`src/rtl/cache_read_sched_pkg.sv`:
```
// Shared definitions for the packet-cache read scheduler.
//   state_e : scheduler FSM encoding (IDLE=0, ISSUE=1, WAIT_EOP=2)
//   ID_W    : cache ID width
//   CNT_W   : per-queue occupancy field width on the count bus
//   PRI_W   : descriptor priority field width
package cache_read_sched_pkg;

  localparam int ID_W  = 8;
  localparam int CNT_W = 5;
  localparam int PRI_W = 2;

  typedef enum logic [1:0] {
    ST_IDLE     = 2'd0,
    ST_ISSUE    = 2'd1,
    ST_WAIT_EOP = 2'd2
  } state_e;

endpackage

```
`src/rtl/cache_read_sched_if.sv`:
```
// Bus bundle between the lookup stage / cache read port and the read scheduler.
//   in_desc_wr/id/pri : descriptor push from lookup
//   in_q_enable       : per-queue issue enable
//   in_tx_ready       : downstream can take a full packet
//   in_cache_eop      : last word of current packet from the cache
//   out_cache_id/_wr  : read request to the cache
//   out_q_count       : packed per-queue occupancy, 5 bits per queue
//   out_busy, out_issue_cnt, out_ovf_err, out_timeout_err : status
// Modports: slave = scheduler side, master = driver side.
interface cache_read_sched_if
  import cache_read_sched_pkg::*;
#(
  parameter int NQ = 4
) ();

  logic                  in_desc_wr;
  logic [ID_W-1:0]       in_desc_id;
  logic [PRI_W-1:0]      in_desc_pri;
  logic [NQ-1:0]         in_q_enable;
  logic                  in_tx_ready;
  logic                  in_cache_eop;
  logic [ID_W-1:0]       out_cache_id;
  logic                  out_cache_id_wr;
  logic [NQ*CNT_W-1:0]   out_q_count;
  logic                  out_busy;
  logic [31:0]           out_issue_cnt;
  logic                  out_ovf_err;
  logic                  out_timeout_err;

  modport slave (
    input  in_desc_wr, in_desc_id, in_desc_pri, in_q_enable, in_tx_ready, in_cache_eop,
    output out_cache_id, out_cache_id_wr, out_q_count, out_busy, out_issue_cnt,
           out_ovf_err, out_timeout_err
  );

  modport master (
    output in_desc_wr, in_desc_id, in_desc_pri, in_q_enable, in_tx_ready, in_cache_eop,
    input  out_cache_id, out_cache_id_wr, out_q_count, out_busy, out_issue_cnt,
           out_ovf_err, out_timeout_err
  );

endinterface

```
`src/rtl/sched_id_fifo.sv`:
```
// Synchronous FIFO holding cache IDs for one priority queue.
//   clk, rst  : clock, synchronous active-high reset (pointers/count only)
//   wr_i      : push wr_data_i (dropped when full unless popped same cycle)
//   rd_i      : pop head (ignored when empty)
//   rd_data_o : current head entry
//   full_o, empty_o, count_o : occupancy status, count is log2(DEPTH)+1 bits
module sched_id_fifo
  import cache_read_sched_pkg::*;
#(
  parameter int DEPTH = 16
) (
  input  logic                         clk,
  input  logic                         rst,
  input  logic                         wr_i,
  input  logic [ID_W-1:0]              wr_data_i,
  input  logic                         rd_i,
  output logic [ID_W-1:0]              rd_data_o,
  output logic                         full_o,
  output logic                         empty_o,
  output logic [$clog2(DEPTH):0]       count_o
);

  localparam int PTR_W = $clog2(DEPTH);
  localparam int FC_W  = PTR_W + 1;

  logic [ID_W-1:0]  mem_q [DEPTH];
  logic [PTR_W-1:0] wr_ptr_q, wr_ptr_d;
  logic [PTR_W-1:0] rd_ptr_q, rd_ptr_d;
  logic [FC_W-1:0]  count_q, count_d;
  logic             do_wr, do_rd;

  assign empty_o   = (count_q == '0);
  assign full_o    = (count_q == FC_W'(DEPTH));
  assign count_o   = count_q;
  assign rd_data_o = mem_q[rd_ptr_q];

  // A pop in the same cycle frees the slot a full-queue write needs.
  assign do_rd = rd_i && !empty_o;
  assign do_wr = wr_i && (!full_o || do_rd);

  always_comb begin
    wr_ptr_d = wr_ptr_q;
    rd_ptr_d = rd_ptr_q;
    count_d  = count_q;
    if (do_wr) wr_ptr_d = wr_ptr_q + 1'b1;
    if (do_rd) rd_ptr_d = rd_ptr_q + 1'b1;
    case ({do_wr, do_rd})
      2'b10:   count_d = count_q + 1'b1;
      2'b01:   count_d = count_q - 1'b1;
      default: count_d = count_q;
    endcase
  end

  always_ff @(posedge clk) begin
    if (rst) begin
      wr_ptr_q <= '0;
      rd_ptr_q <= '0;
      count_q  <= '0;
    end else begin
      wr_ptr_q <= wr_ptr_d;
      rd_ptr_q <= rd_ptr_d;
      count_q  <= count_d;
    end
  end

  always_ff @(posedge clk) begin
    if (do_wr) mem_q[wr_ptr_q] <= wr_data_i;
  end

endmodule

```
`src/rtl/cache_read_sched.sv`:
```
// Packet-cache read scheduler: per-priority ID queues, strict-priority pick,
// one outstanding cache read at a time, bounded wait for end-of-packet.
//   clk, rst  : clock, synchronous active-high reset
//   sched_io  : cache_read_sched_if.slave bundle (descriptor input, queue
//               enables, tx ready, cache eop in; cache read request, queue
//               counts, busy, issue counter, sticky error flags out)
module cache_read_sched
  import cache_read_sched_pkg::*;
#(
  parameter int NQ          = 4,
  parameter int QDEPTH      = 16,
  parameter int TIMEOUT_CYC = 4096
) (
  input  logic                 clk,
  input  logic                 rst,
  cache_read_sched_if.slave    sched_io
);

  localparam int WIN_W = (NQ > 1) ? $clog2(NQ) : 1;
  localparam int TMR_W = (TIMEOUT_CYC > 1) ? $clog2(TIMEOUT_CYC) : 1;
  localparam int FC_W  = $clog2(QDEPTH) + 1;

  state_e           state_q, state_d;
  logic [TMR_W-1:0] timer_q, timer_d;
  logic [ID_W-1:0]  id_q, id_d;
  logic [31:0]      issue_cnt_q, issue_cnt_d;
  logic             ovf_q, ovf_d;
  logic             tmo_q, tmo_d;

  logic [NQ-1:0]       q_wr, q_rd, q_full, q_empty, q_elig;
  logic [ID_W-1:0]     q_head [NQ];
  logic [FC_W-1:0]     q_cnt  [NQ];
  logic [NQ*CNT_W-1:0] q_count_pk;
  logic [WIN_W-1:0]    winner;
  logic                pop, pri_oob, ovf_hit;

  function automatic logic [WIN_W-1:0] pick_winner(input logic [NQ-1:0] elig);
    logic [WIN_W-1:0] w;
    w = '0;
    for (int i = 0; i < NQ; i++) begin
      if (elig[i]) w = WIN_W'(i);
    end
    return w;
  endfunction

  for (genvar gi = 0; gi < NQ; gi++) begin : g_q
    sched_id_fifo #(.DEPTH(QDEPTH)) u_fifo (
      .clk       (clk),
      .rst       (rst),
      .wr_i      (q_wr[gi]),
      .wr_data_i (sched_io.in_desc_id),
      .rd_i      (q_rd[gi]),
      .rd_data_o (q_head[gi]),
      .full_o    (q_full[gi]),
      .empty_o   (q_empty[gi]),
      .count_o   (q_cnt[gi])
    );
  end

  // Queue routing, arbitration and overflow detection
  assign q_elig  = ~q_empty & sched_io.in_q_enable;
  assign winner  = pick_winner(q_elig);
  assign pop     = (state_q == ST_IDLE) && sched_io.in_tx_ready && (|q_elig);
  assign pri_oob = (int'(sched_io.in_desc_pri) >= NQ);
  assign ovf_hit = sched_io.in_desc_wr && (pri_oob || (|(q_wr & q_full & ~q_rd)));

  always_comb begin
    q_wr       = '0;
    q_rd       = '0;
    q_count_pk = '0;
    for (int i = 0; i < NQ; i++) begin
      q_wr[i] = sched_io.in_desc_wr && (int'(sched_io.in_desc_pri) == i);
      q_rd[i] = pop && (int'(winner) == i);
      q_count_pk[CNT_W*i +: CNT_W] = CNT_W'(q_cnt[i]);
    end
  end

  // Scheduler FSM next state
  always_comb begin
    state_d     = state_q;
    timer_d     = timer_q;
    id_d        = id_q;
    issue_cnt_d = issue_cnt_q;
    ovf_d       = ovf_q | ovf_hit;
    tmo_d       = tmo_q;
    unique case (state_q)
      ST_IDLE: begin
        timer_d = '0;
        if (pop) begin
          id_d    = q_head[winner];
          state_d = ST_ISSUE;
        end
      end
      ST_ISSUE: begin
        issue_cnt_d = issue_cnt_q + 32'd1;
        state_d     = ST_WAIT_EOP;
      end
      ST_WAIT_EOP: begin
        if (sched_io.in_cache_eop) begin
          timer_d = '0;
          state_d = ST_IDLE;
        end else if (timer_q == TMR_W'(TIMEOUT_CYC - 1)) begin
          timer_d = '0;
          tmo_d   = 1'b1;
          state_d = ST_IDLE;
        end else begin
          timer_d = timer_q + 1'b1;
        end
      end
      default: state_d = ST_IDLE;
    endcase
  end

  always_ff @(posedge clk) begin
    if (rst) begin
      state_q     <= ST_IDLE;
      timer_q     <= '0;
      id_q        <= '0;
      issue_cnt_q <= '0;
      ovf_q       <= 1'b0;
      tmo_q       <= 1'b0;
    end else begin
      state_q     <= state_d;
      timer_q     <= timer_d;
      id_q        <= id_d;
      issue_cnt_q <= issue_cnt_d;
      ovf_q       <= ovf_d;
      tmo_q       <= tmo_d;
    end
  end

  assign sched_io.out_cache_id    = id_q;
  assign sched_io.out_cache_id_wr = (state_q == ST_ISSUE);
  assign sched_io.out_busy        = (state_q != ST_IDLE);
  assign sched_io.out_issue_cnt   = issue_cnt_q;
  assign sched_io.out_ovf_err     = ovf_q;
  assign sched_io.out_timeout_err = tmo_q;
  assign sched_io.out_q_count     = q_count_pk;

endmodule

```
`src/flat_wrapper.sv`:
```
// flat-port wrapper written by rule: the top's interface ports become plain ports
module cache_read_sched_flat import cache_read_sched_pkg::*;
#(
  parameter int NQ          = 4,
  parameter int QDEPTH      = 16,
  parameter int TIMEOUT_CYC = 4096
)
  (clk, rst, sched_io_in_desc_wr, sched_io_in_desc_id, sched_io_in_desc_pri, sched_io_in_q_enable, sched_io_in_tx_ready, sched_io_in_cache_eop, sched_io_out_cache_id, sched_io_out_cache_id_wr, sched_io_out_q_count, sched_io_out_busy, sched_io_out_issue_cnt, sched_io_out_ovf_err, sched_io_out_timeout_err);
  cache_read_sched_if #(.NQ(NQ)) sched_io_i ();
  input  logic clk;
  input  logic rst;
  input wire logic [$bits(sched_io_i.in_desc_wr)-1:0] sched_io_in_desc_wr;
  input wire logic [$bits(sched_io_i.in_desc_id)-1:0] sched_io_in_desc_id;
  input wire logic [$bits(sched_io_i.in_desc_pri)-1:0] sched_io_in_desc_pri;
  input wire logic [$bits(sched_io_i.in_q_enable)-1:0] sched_io_in_q_enable;
  input wire logic [$bits(sched_io_i.in_tx_ready)-1:0] sched_io_in_tx_ready;
  input wire logic [$bits(sched_io_i.in_cache_eop)-1:0] sched_io_in_cache_eop;
  output wire logic [$bits(sched_io_i.out_cache_id)-1:0] sched_io_out_cache_id;
  output wire logic [$bits(sched_io_i.out_cache_id_wr)-1:0] sched_io_out_cache_id_wr;
  output wire logic [$bits(sched_io_i.out_q_count)-1:0] sched_io_out_q_count;
  output wire logic [$bits(sched_io_i.out_busy)-1:0] sched_io_out_busy;
  output wire logic [$bits(sched_io_i.out_issue_cnt)-1:0] sched_io_out_issue_cnt;
  output wire logic [$bits(sched_io_i.out_ovf_err)-1:0] sched_io_out_ovf_err;
  output wire logic [$bits(sched_io_i.out_timeout_err)-1:0] sched_io_out_timeout_err;
  assign sched_io_i.in_desc_wr = sched_io_in_desc_wr;
  assign sched_io_i.in_desc_id = sched_io_in_desc_id;
  assign sched_io_i.in_desc_pri = sched_io_in_desc_pri;
  assign sched_io_i.in_q_enable = sched_io_in_q_enable;
  assign sched_io_i.in_tx_ready = sched_io_in_tx_ready;
  assign sched_io_i.in_cache_eop = sched_io_in_cache_eop;
  assign sched_io_out_cache_id = sched_io_i.out_cache_id;
  assign sched_io_out_cache_id_wr = sched_io_i.out_cache_id_wr;
  assign sched_io_out_q_count = sched_io_i.out_q_count;
  assign sched_io_out_busy = sched_io_i.out_busy;
  assign sched_io_out_issue_cnt = sched_io_i.out_issue_cnt;
  assign sched_io_out_ovf_err = sched_io_i.out_ovf_err;
  assign sched_io_out_timeout_err = sched_io_i.out_timeout_err;
  cache_read_sched #(.NQ(NQ), .QDEPTH(QDEPTH), .TIMEOUT_CYC(TIMEOUT_CYC)) u_core (.clk(clk), .rst(rst), .sched_io(sched_io_i));
endmodule
```
`config.mk`:
```
export PLATFORM = sky130hd
export DESIGN_NAME = cache_read_sched_flat
export DESIGN_NICKNAME = d
export VERILOG_FILES = /design/src/rtl/cache_read_sched_pkg.sv /design/src/rtl/cache_read_sched_if.sv /design/src/rtl/sched_id_fifo.sv /design/src/rtl/cache_read_sched.sv /design/src/flat_wrapper.sv
export SDC_FILE = /design/constraint.sdc
export NUM_CORES = 1
export LEC_CHECK = 0
export CAP_MARGIN = 10
export CORE_MARGIN = 2
export CORE_UTILIZATION = 40
export DETAILED_ROUTE_END_ITERATION = 10
export PLACE_DENSITY = 0.65
export SKIP_CTS_REPAIR_TIMING = 1
export SLEW_MARGIN = 20
export SYNTH_ARGS = -nofsm -noshare
export SYNTH_HDL_FRONTEND = slang
export SYNTH_SLANG_ARGS = --single-unit
```
`constraint.sdc`:
```
create_clock -name clk -period 6.1 [get_ports clk]
set_clock_uncertainty 0.15 [all_clocks]
set_input_delay 1.525 -clock clk [delete_from_list [all_inputs] [get_ports clk]]
set_output_delay 1.525 -clock clk [all_outputs]
set_load 0.05 [all_outputs]
```
Yosys cells after proc, flatten, opt, wreduce, memory -nomap -nowiden
Memory sizes are Yosys's and may differ from the RTL's. A register that Yosys moved wholly into a read port is not among the register bits. Cells that the tools add are included. Widths: inputs -> output; s select.

Register bits after elaboration: 108. Latch bits: 0. RAM bits: 512. Bits in read-only memories: 0. Bits of input ports: 19. Output and inout bits: 64. Word-level logic and storage cells: 154. Memories: 4.

Memories: u_core.g_q[0].u_fifo.mem_q (depth 16, width 8, rd ports 1, clocked after Yosys merged registers in 1, wr ports 1, RTL line sched_id_fifo.sv:26) `logic [ID_W-1:0] mem_q [DEPTH];`; u_core.g_q[1].u_fifo.mem_q (depth 16, width 8, rd ports 1, clocked after Yosys merged registers in 1, wr ports 1, RTL line sched_id_fifo.sv:26); u_core.g_q[2].u_fifo.mem_q (depth 16, width 8, rd ports 1, clocked after Yosys merged registers in 1, wr ports 1, RTL line sched_id_fifo.sv:26); u_core.g_q[3].u_fifo.mem_q (depth 16, width 8, rd ports 1, clocked after Yosys merged registers in 1, wr ports 1, RTL line sched_id_fifo.sv:26).

Add/subtract/negate cells: 18. Multiply operators: 0. Divide/modulo/power cells: 0. Order comparisons: 1. Equal/unequal tests: 23. Shifts and indexed selects: 0. Mux-type cells: 33. Bitwise logic cells: 8. Reductions and logical operators: 49.

Operators by type and width (number): $pmux 5 s2 (4); $add 32x1->32 const B (1); $add 4x1->4 const B (8); $mux 4 (8); $mux 12 (2); $pmux 12 s2 (1); $add 5x1->5 const B (4); $eq 5x5->1 const B (4); $logic_not 5->1 (4); $sub 5x1->5 const B (4); $logic_and 1x1->1 (19); $eq 2x2->1 const B (9); $bmux 8 s2 (1); $mux 8 (2); $eq 2x1->1 const B (7); $add 12x1->12 const B (1); $and 4x4->4 (3); $eq 12x12->1 const B (1); $reduce_bool 2->1 (6); $mux 2 (5); $mux 1 (9); $logic_not 1->1 (8); $not 4->4 (2); $reduce_or 4->1 (2); 11 further kinds (17).

Longest topological paths before layout
Gate-level depths: netlist of the first run.

Depth in word-level cells: 13. Gate-level depth with buffers: 12. Depth with buffers taken out: 11.

Modules after synthesis
Synthesis of the first run repeated with hierarchy kept, for this count alone.

Cell total of the unflattened synthesis: 1635. Area, all modules: 26260.2 µm².

By module, submodules not included: sched_id_fifo (u_core.g_q[1].u_fifo ...) (instances 2, cells each 328, area an instance 5859.4 µm², sequential area each 4184.0 µm²); sched_id_fifo (u_core.g_q[0].u_fifo) (instances 1, cells each 322, area an instance 5854.4 µm², sequential area each 4184.0 µm²); sched_id_fifo (u_core.g_q[3].u_fifo) (instances 1, cells each 315, area an instance 5821.8 µm², sequential area each 4184.0 µm²); cache_read_sched (instances 1, cells each 342, area an instance 2865.2 µm², sequential area each 1121.1 µm²).

Least setup slack after synthesis of the first run
No wires, ideal clock.

Path kind: input-to-reg. From: in sched_io_in_tx_ready. To: mem u_core.g_q[3].u_fifo.mem_q[3][0], enable pin. Setup time: 0.383 ns. Data arrival time: 3.671 ns. Data required time: 5.567 ns. Setup slack: 1.896 ns. Stages: 6. Buffers on the path: 0. Cells stage by stage: or3b_2 -> a211oi_2 -> nor2_1 -> nor2_1 -> nand2_1 -> nor3_1.

Longest elaborated chain between the ends: 8.

RTL lines: start: declaration (RTL line flat_wrapper.sv:16) `input wire logic [$bits(sched_io_i.in_tx_ready)-1:0] sched_io_in_tx_ready;`; $logic_and 1x1->1 (2 in a row) (RTL line cache_read_sched.sv:63) `assign pop = (state_q == ST_IDLE) && sched_io.in_tx_ready && (|q_elig);`; $logic_and 1x1->1 (RTL line cache_read_sched.sv:73) `q_rd[i] = pop && (int'(winner) == i);`; $logic_and 1x1->1 (RTL line sched_id_fifo.sv:38) `assign do_rd = rd_i && !empty_o;`; $logic_or 1x1->1 (RTL line sched_id_fifo.sv:39) `assign do_wr = wr_i && (!full_o || do_rd);`; $logic_and 1x1->1 (RTL line sched_id_fifo.sv:39); $mux 1 (RTL line sched_id_fifo.sv:67) `if (do_wr) mem_q[wr_ptr_q] <= wr_data_i;`; $mux 1 (not written as such) (RTL line sched_id_fifo.sv:67); end: declaration (RTL line sched_id_fifo.sv:26).

Every way passes these cells.

Final worst setup path of the first run
From: in sched_io_in_tx_ready. To: mem u_core.g_q[2].u_fifo.mem_q[15][0], enable pin.

Longest elaborated chain between the ends: 8.

RTL lines (RTL line): $logic_and 1x1->1 (2 in a row) (cache_read_sched.sv:63); $logic_and 1x1->1 (cache_read_sched.sv:73); $logic_and 1x1->1 (sched_id_fifo.sv:38); $logic_or 1x1->1 (sched_id_fifo.sv:39); $logic_and 1x1->1 (sched_id_fifo.sv:39); $mux 1 (sched_id_fifo.sv:67); $mux 1 (not written as such) (sched_id_fifo.sv:67); end: declaration (sched_id_fifo.sv:26).

Every way passes these cells.

==> results.toml, run 1 <==
[detailed_routing]
ant_nets = 0
route.vias.total = 13701
remaining_drc_errors = 0
firstDrtPassIters = 6
wl_per_cell_um = 21.9
drt_iter0_drc = 1188
wirelength_um = 55300
viasPerCell = 5.42

[timing]
clock.fmax_mhz = 223
finalCritPeriodShare = 0.737
period_needed_ps = 4490
holdWs_ps = 326
maxSlewHeadroom = 0.301
rsz0062_at_grt = "false"
layout_setup_ws_ps = 1610
slew_viol_final = 0
setup_tns_ps = 0
worst_pin_slew_ps = 1040
finalHoldViolations = 0
setup_viol = 0

[synthesis]
synth_ff_type = "edfxtp_1"
syn_inst = 1518
ys_seq_elements = 636
ys_seq_area_frac = 0.701
synth_area_leader_cell = "edfxtp_1"
synth_top_area_share = 0.604
syn_area_per_cell_sq_um = 16.8
yosys-top-cells-count = "edfxtp_1 (512), nor2_1 (167), mux4_2 (142)"
yosysMostFrequentCell = "edfxtp_1"
synthTopCellsByArea = "edfxtp_1 (60%), mux4_2 (13%), dfxtp_1 (9.7%), nor2_1 (2.5%), ha_1 (1.5%)"
synth-edff-count = 512
yosysWarningCount = 0
ys_types = 58
mappedNetlistNets = 1569
async_flop_share = 0
synthesis.area_sq_um = 25500

[floorplanning]
die_w_um = 256
die_h_um = 256
num_rows = 92
core_area_sq_um = 63000
start_util = 0.404
ios = 83
die_area_sq_um = 65700

[cells_and_area]
fin_util = 0.469
final_area_sq_um = 29500
nFillCells = 5323
area_delta_synth_final_pct = 16.0
final_nets = 1683
final_cells = 2530
antenna-diode-count = 0
drive_above_1_share = 0.186

[grt]
antenna_found_initial = 0
grt_pass1_wl_um = 84300
grt_max_degree = 71
grt_pass1_vias = 13526
track_usage = 0.169
gr-total-overflow = 0

[worst_hold_path]
hold_path.class = "register to register"

[worst_setup_path]
cp-start-kind = "input port"
path_max_fanout = 8
required_ps = 6170
crit_chain = "clkdlybuf4s50_1, nor4b_1, a32oi_1, nor2_1, o21a_1, nand2_1, nor2_1"
end_kind = "register"
crit_arrival_ps = 4560
cp_slowest_cell = "nor2_1"
path_common_cell = "nor2_1"
crit_family = "simple AND/OR/NAND/NOR gates"
path_buf_inv = 1
critPathKind = "input port to register"
max_stage_delay_ps = 690

[clock_network]
clk_pin_slew_ps = 60
htreeDepth = 3
clk_path_buf_depth = 3
root_buffer = "clkbuf_16"
cts_sinks = 636
cts_buffers = 68
clk-insertion-delay-late_ps = 590
tritoncts = "yes"

[placement]
pre_cts_ws_ps = 992
gp_congestion = 0.793
hpwl_um = 34900
placed_area_sq_um = 27200
port_buffers = 82
dp_cells = 2408

[power_and_ir_drop]
power_mw = 10.0
leakage_nw = 9.34
power.density_nw_per_um2 = 340
ir_drop_v = 0.000166

[flow_run]
max_cap_viol_count = 0

[outcome]
status = "complete, no violations"
==> final cells by class <==
cell class	instances	area, sq um	area share
clock buffers	84	1840	0.0624
clock inverters	38	444	0.0150
inverters	24	90.1	0.00305
multi-input cells	791	7240	0.245
flip-flops and latches	636	17900	0.605
well taps	846	1060	0.0358
repair buffers	111	996	0.0337
==> sequential cells by signal, indices dropped and copies added, names as in the netlist, named ones only <==
signal                           flops
u_core.g_q.u_fifo.count_o           20
u_core.state_q                       2
u_core.sched_io.out_cache_id         8
u_core.sched_io.out_issue_cnt       32
u_core.timer_q                      12
u_core.g_q.u_fifo.wr_ptr_q          16
u_core.g_q.u_fifo.rd_ptr_q          16
u_core.sched_io.out_ovf_err          1
u_core.g_q.u_fifo.mem_q            512
u_core.sched_io.out_timeout_err      1
==> cells in the final DEF, fill, tap and decap left out, types with 7 or more instances in the layout <==
cell / Yosys / final
bufinv_16: 0 / 9
clkdlybuf4s50_1: 0 / 73
or3_1: 7 / 7
buf_2: 4 / 8
clkinvlp_4: 0 / 7
o211ai_1: 9 / 9
mux4_2: 142 / 142
a22oi_1: 16 / 16
dfxtp_1: 124 / 121
mux2i_1: 23 / 23
nor2b_1: 10 / 10
nor3_1: 20 / 20
nor2_1: 167 / 167
nand2b_1: 7 / 7
o21ai_0: 28 / 27
and3_1: 10 / 10
buf_4: 1 / 30
clkinv_2: 0 / 10
xnor2_1: 31 / 31
a21oi_1: 37 / 37
nand4_1: 13 / 13
inv_1: 24 / 24
clkbuf_16: 0 / 70
xor2_1: 38 / 38
ha_1: 31 / 31
nand3_1: 25 / 25
a211oi_1: 23 / 23
and2_1: 20 / 20
nand2_1: 63 / 63
clkbuf_1: 43 / 10
mux2_2: 8 / 8
edfxtp_1: 512 / 512
==> cells by family after synthesis <==
kind of cell,synth area share
compound gates,0.0368
flops,0.701
mux,0.139
fa+ha+maj,0.0160
xor+xnor,0.0237
simple gates,0.0690
buf+inv,0.0143
==> worst paths after layout <==
path	from	endpoint	slack [ps]	cells past startpoint
hold / removal	u_core.sched_io.out_timeout_err$_SDFFE_PP0P_	u_core.sched_io.out_timeout_err$_SDFFE_PP0P_	330	2
setup reg to reg	u_core.g_q[3].u_fifo.count_o[0]$_SDFFE_PP0P_	u_core.g_q[2].u_fifo.mem_q[15][0]$_DFFE_PP_	2180	6
setup / recovery	sched_io_in_tx_ready	u_core.g_q[2].u_fifo.mem_q[15][0]$_DFFE_PP_	1610	7
hold reg to reg	u_core.sched_io.out_timeout_err$_SDFFE_PP0P_	u_core.sched_io.out_timeout_err$_SDFFE_PP0P_	330	2
==> where the power goes <==
group / switching (mW) / internal [mW] / total, mW
Sequential: 0.132 / 4.75 / 4.88
Combinational: 0.591 / 0.368 / 0.959
Clock: 1.66 / 2.54 / 4.20
Total: 2.39 / 7.65 / 10.0
==> worst reg2reg max path, stage by stage, from the launching register on <==
cell	delay, ps
dfxtp_1	360
nor4_2	620
a32oi_1	390
nor2_1	700
o21a_1	480
nand2_1	230
nor2_1	620
==> routing by layer <==
layer  up-vias  part of all wire  GRT usage
li1       6135                 -          -
met1      6992              0.45      0.244
met2       487              0.46      0.259
met3        87             0.069     0.0379
met4         0             0.023     0.0469
met5         -                 0          0
Power figures use the tool's default switching activity.
==> run 2, diff against run 1 <==
clock period = 4.65 ns   (was 6.1 ns; I/O delays follow)
==> run 2 against run 1 <==
Against the previous run:
- first-iteration DRC count rose by 28%
- count of clock-buffer cells in the layout fell by 1
- design area rose by 1.5%
- critical path type unchanged
- largest power group unchanged
==> results.toml, run 2 (synthesized netlist as in run 1, its figures left out) <==
[clock_network]
clk_pin_slew_ps = 60
cts_buffers = 68
htreeDepth = 3
root_buffer = "clkbuf_16"
cts_sinks = 636
clk-insertion-delay-late_ps = 600
tritoncts = "yes"
clk_path_buf_depth = 3

[placement]
pre_cts_ws_ps = 274
hpwl_um = 35500
port_buffers = 82
gp_congestion = 0.822
dp_cells = 2454
placed_area_sq_um = 27600

[timing]
clock.fmax_mhz = 263
holdWs_ps = 324
layout_setup_ws_ps = 855
slew_viol_final = 0
setup_tns_ps = 0
finalHoldViolations = 0
setup_viol = 0
maxSlewHeadroom = 0.312
rsz0062_at_grt = "false"
finalCritPeriodShare = 0.816
worst_pin_slew_ps = 1030
period_needed_ps = 3800

[cells_and_area]
regMostFlops = "u_core.g_q.u_fifo.mem_q"
layout_commonest_cell = "edfxtp_1"
final_area_sq_um = 30000
final_cells = 2580
final_cell_mix = "edfxtp_1 (512), nor2_1 (167), mux4_2 (142)"
fin_util = 0.476
final_nets = 1730
drive_above_1_share = 0.206
area_delta_synth_final_pct = 17.7
antenna-diode-count = 0
largest_reg_flops = 512

[flow_run]
max_cap_viol_count = 0

[detailed_routing]
route.vias.total = 13719
wl_per_cell_um = 21.5
firstDrtPassIters = 7
remaining_drc_errors = 0
ant_nets = 0
viasPerCell = 5.32
drt_iter0_drc = 1525
wirelength_um = 55400

[floorplanning]
num_rows = 92
ios = 83
start_util = 0.404
die_area_sq_um = 65700
die_h_um = 256
core_area_sq_um = 63000
die_w_um = 256

[worst_hold_path]
hold_path.class = "register to register"

[worst_setup_path]
path_max_fanout = 8
cp-start-kind = "input port"
required_ps = 4750
end_kind = "register"
critPathKind = "input port to register"
max_stage_delay_ps = 670
crit_chain = "clkdlybuf4s50_1, nor4b_1, a32oi_1, or4_1, a21oi_4, buf_4, and3_1, and2_1"
path_buf_inv = 2
crit_arrival_ps = 3900
crit_family = "simple AND/OR/NAND/NOR gates"
cp_slowest_cell = "or4_1"

[grt]
track_usage = 0.169
gr-total-overflow = 0
grt_pass1_wl_um = 84400
antenna_found_initial = 0
grt_max_degree = 96
grt_pass1_vias = 13812

[power_and_ir_drop]
leakage_nw = 9.65
ir_drop_v = 0.000319
power_mw = 13.3
power.density_nw_per_um2 = 444

[outcome]
status = "complete, no violations"
==> run 2: power breakdown <==
group	switching [mW]	internal [mW]	leakage [nW]
Sequential	0.165	6.23	5.61
Combinational	0.786	0.509	2.89
Clock	2.19	3.44	1.14
==> run 2: path summary, 6_finish.rpt <==
kind,startpoint,end,slack (ps),cells past startpoint
setup / recovery,sched_io_in_tx_ready,u_core.g_q[0].u_fifo.mem_q[14][3]$_DFFE_PP_,850,8
hold / removal,u_core.sched_io.out_timeout_err$_SDFFE_PP0P_,u_core.sched_io.out_timeout_err$_SDFFE_PP0P_,320,2
setup reg to reg,u_core.g_q[3].u_fifo.count_o[0]$_SDFFE_PP0P_,u_core.g_q[0].u_fifo.mem_q[14][3]$_DFFE_PP_,1170,7
hold reg to reg,u_core.sched_io.out_timeout_err$_SDFFE_PP0P_,u_core.sched_io.out_timeout_err$_SDFFE_PP0P_,320,2
==> run 2: per-layer routing <==
layer / global-route usage / vias up / share of wire
li1: - / 6224 / -
met1: 0.241 / 7011 / 0.45
met2: 0.261 / 403 / 0.46
met3: 0.0382 / 81 / 0.062
met4: 0.0456 / 0 / 0.021
met5: 0 / - / 0
==> run 2: worst reg2reg max path: stages (launching register included) <==
cell and delay (ps):
dfxtp_1 360, nor4_2 550, a32oi_1 400, or4_1 670, a21oi_4 220, buf_4 180, and3_1 220, and2_1 380
==> run 2: final cells by class <==
type | count | area, sq um
clock buffers | 83 | 1840
clock inverters | 42 | 513
fillers | 5214 | 33000
inverters | 24 | 90.1
multi-input cells | 791 | 7240
flip-flops and latches | 636 | 17900
well taps | 846 | 1060
repair buffers | 158 | 1370
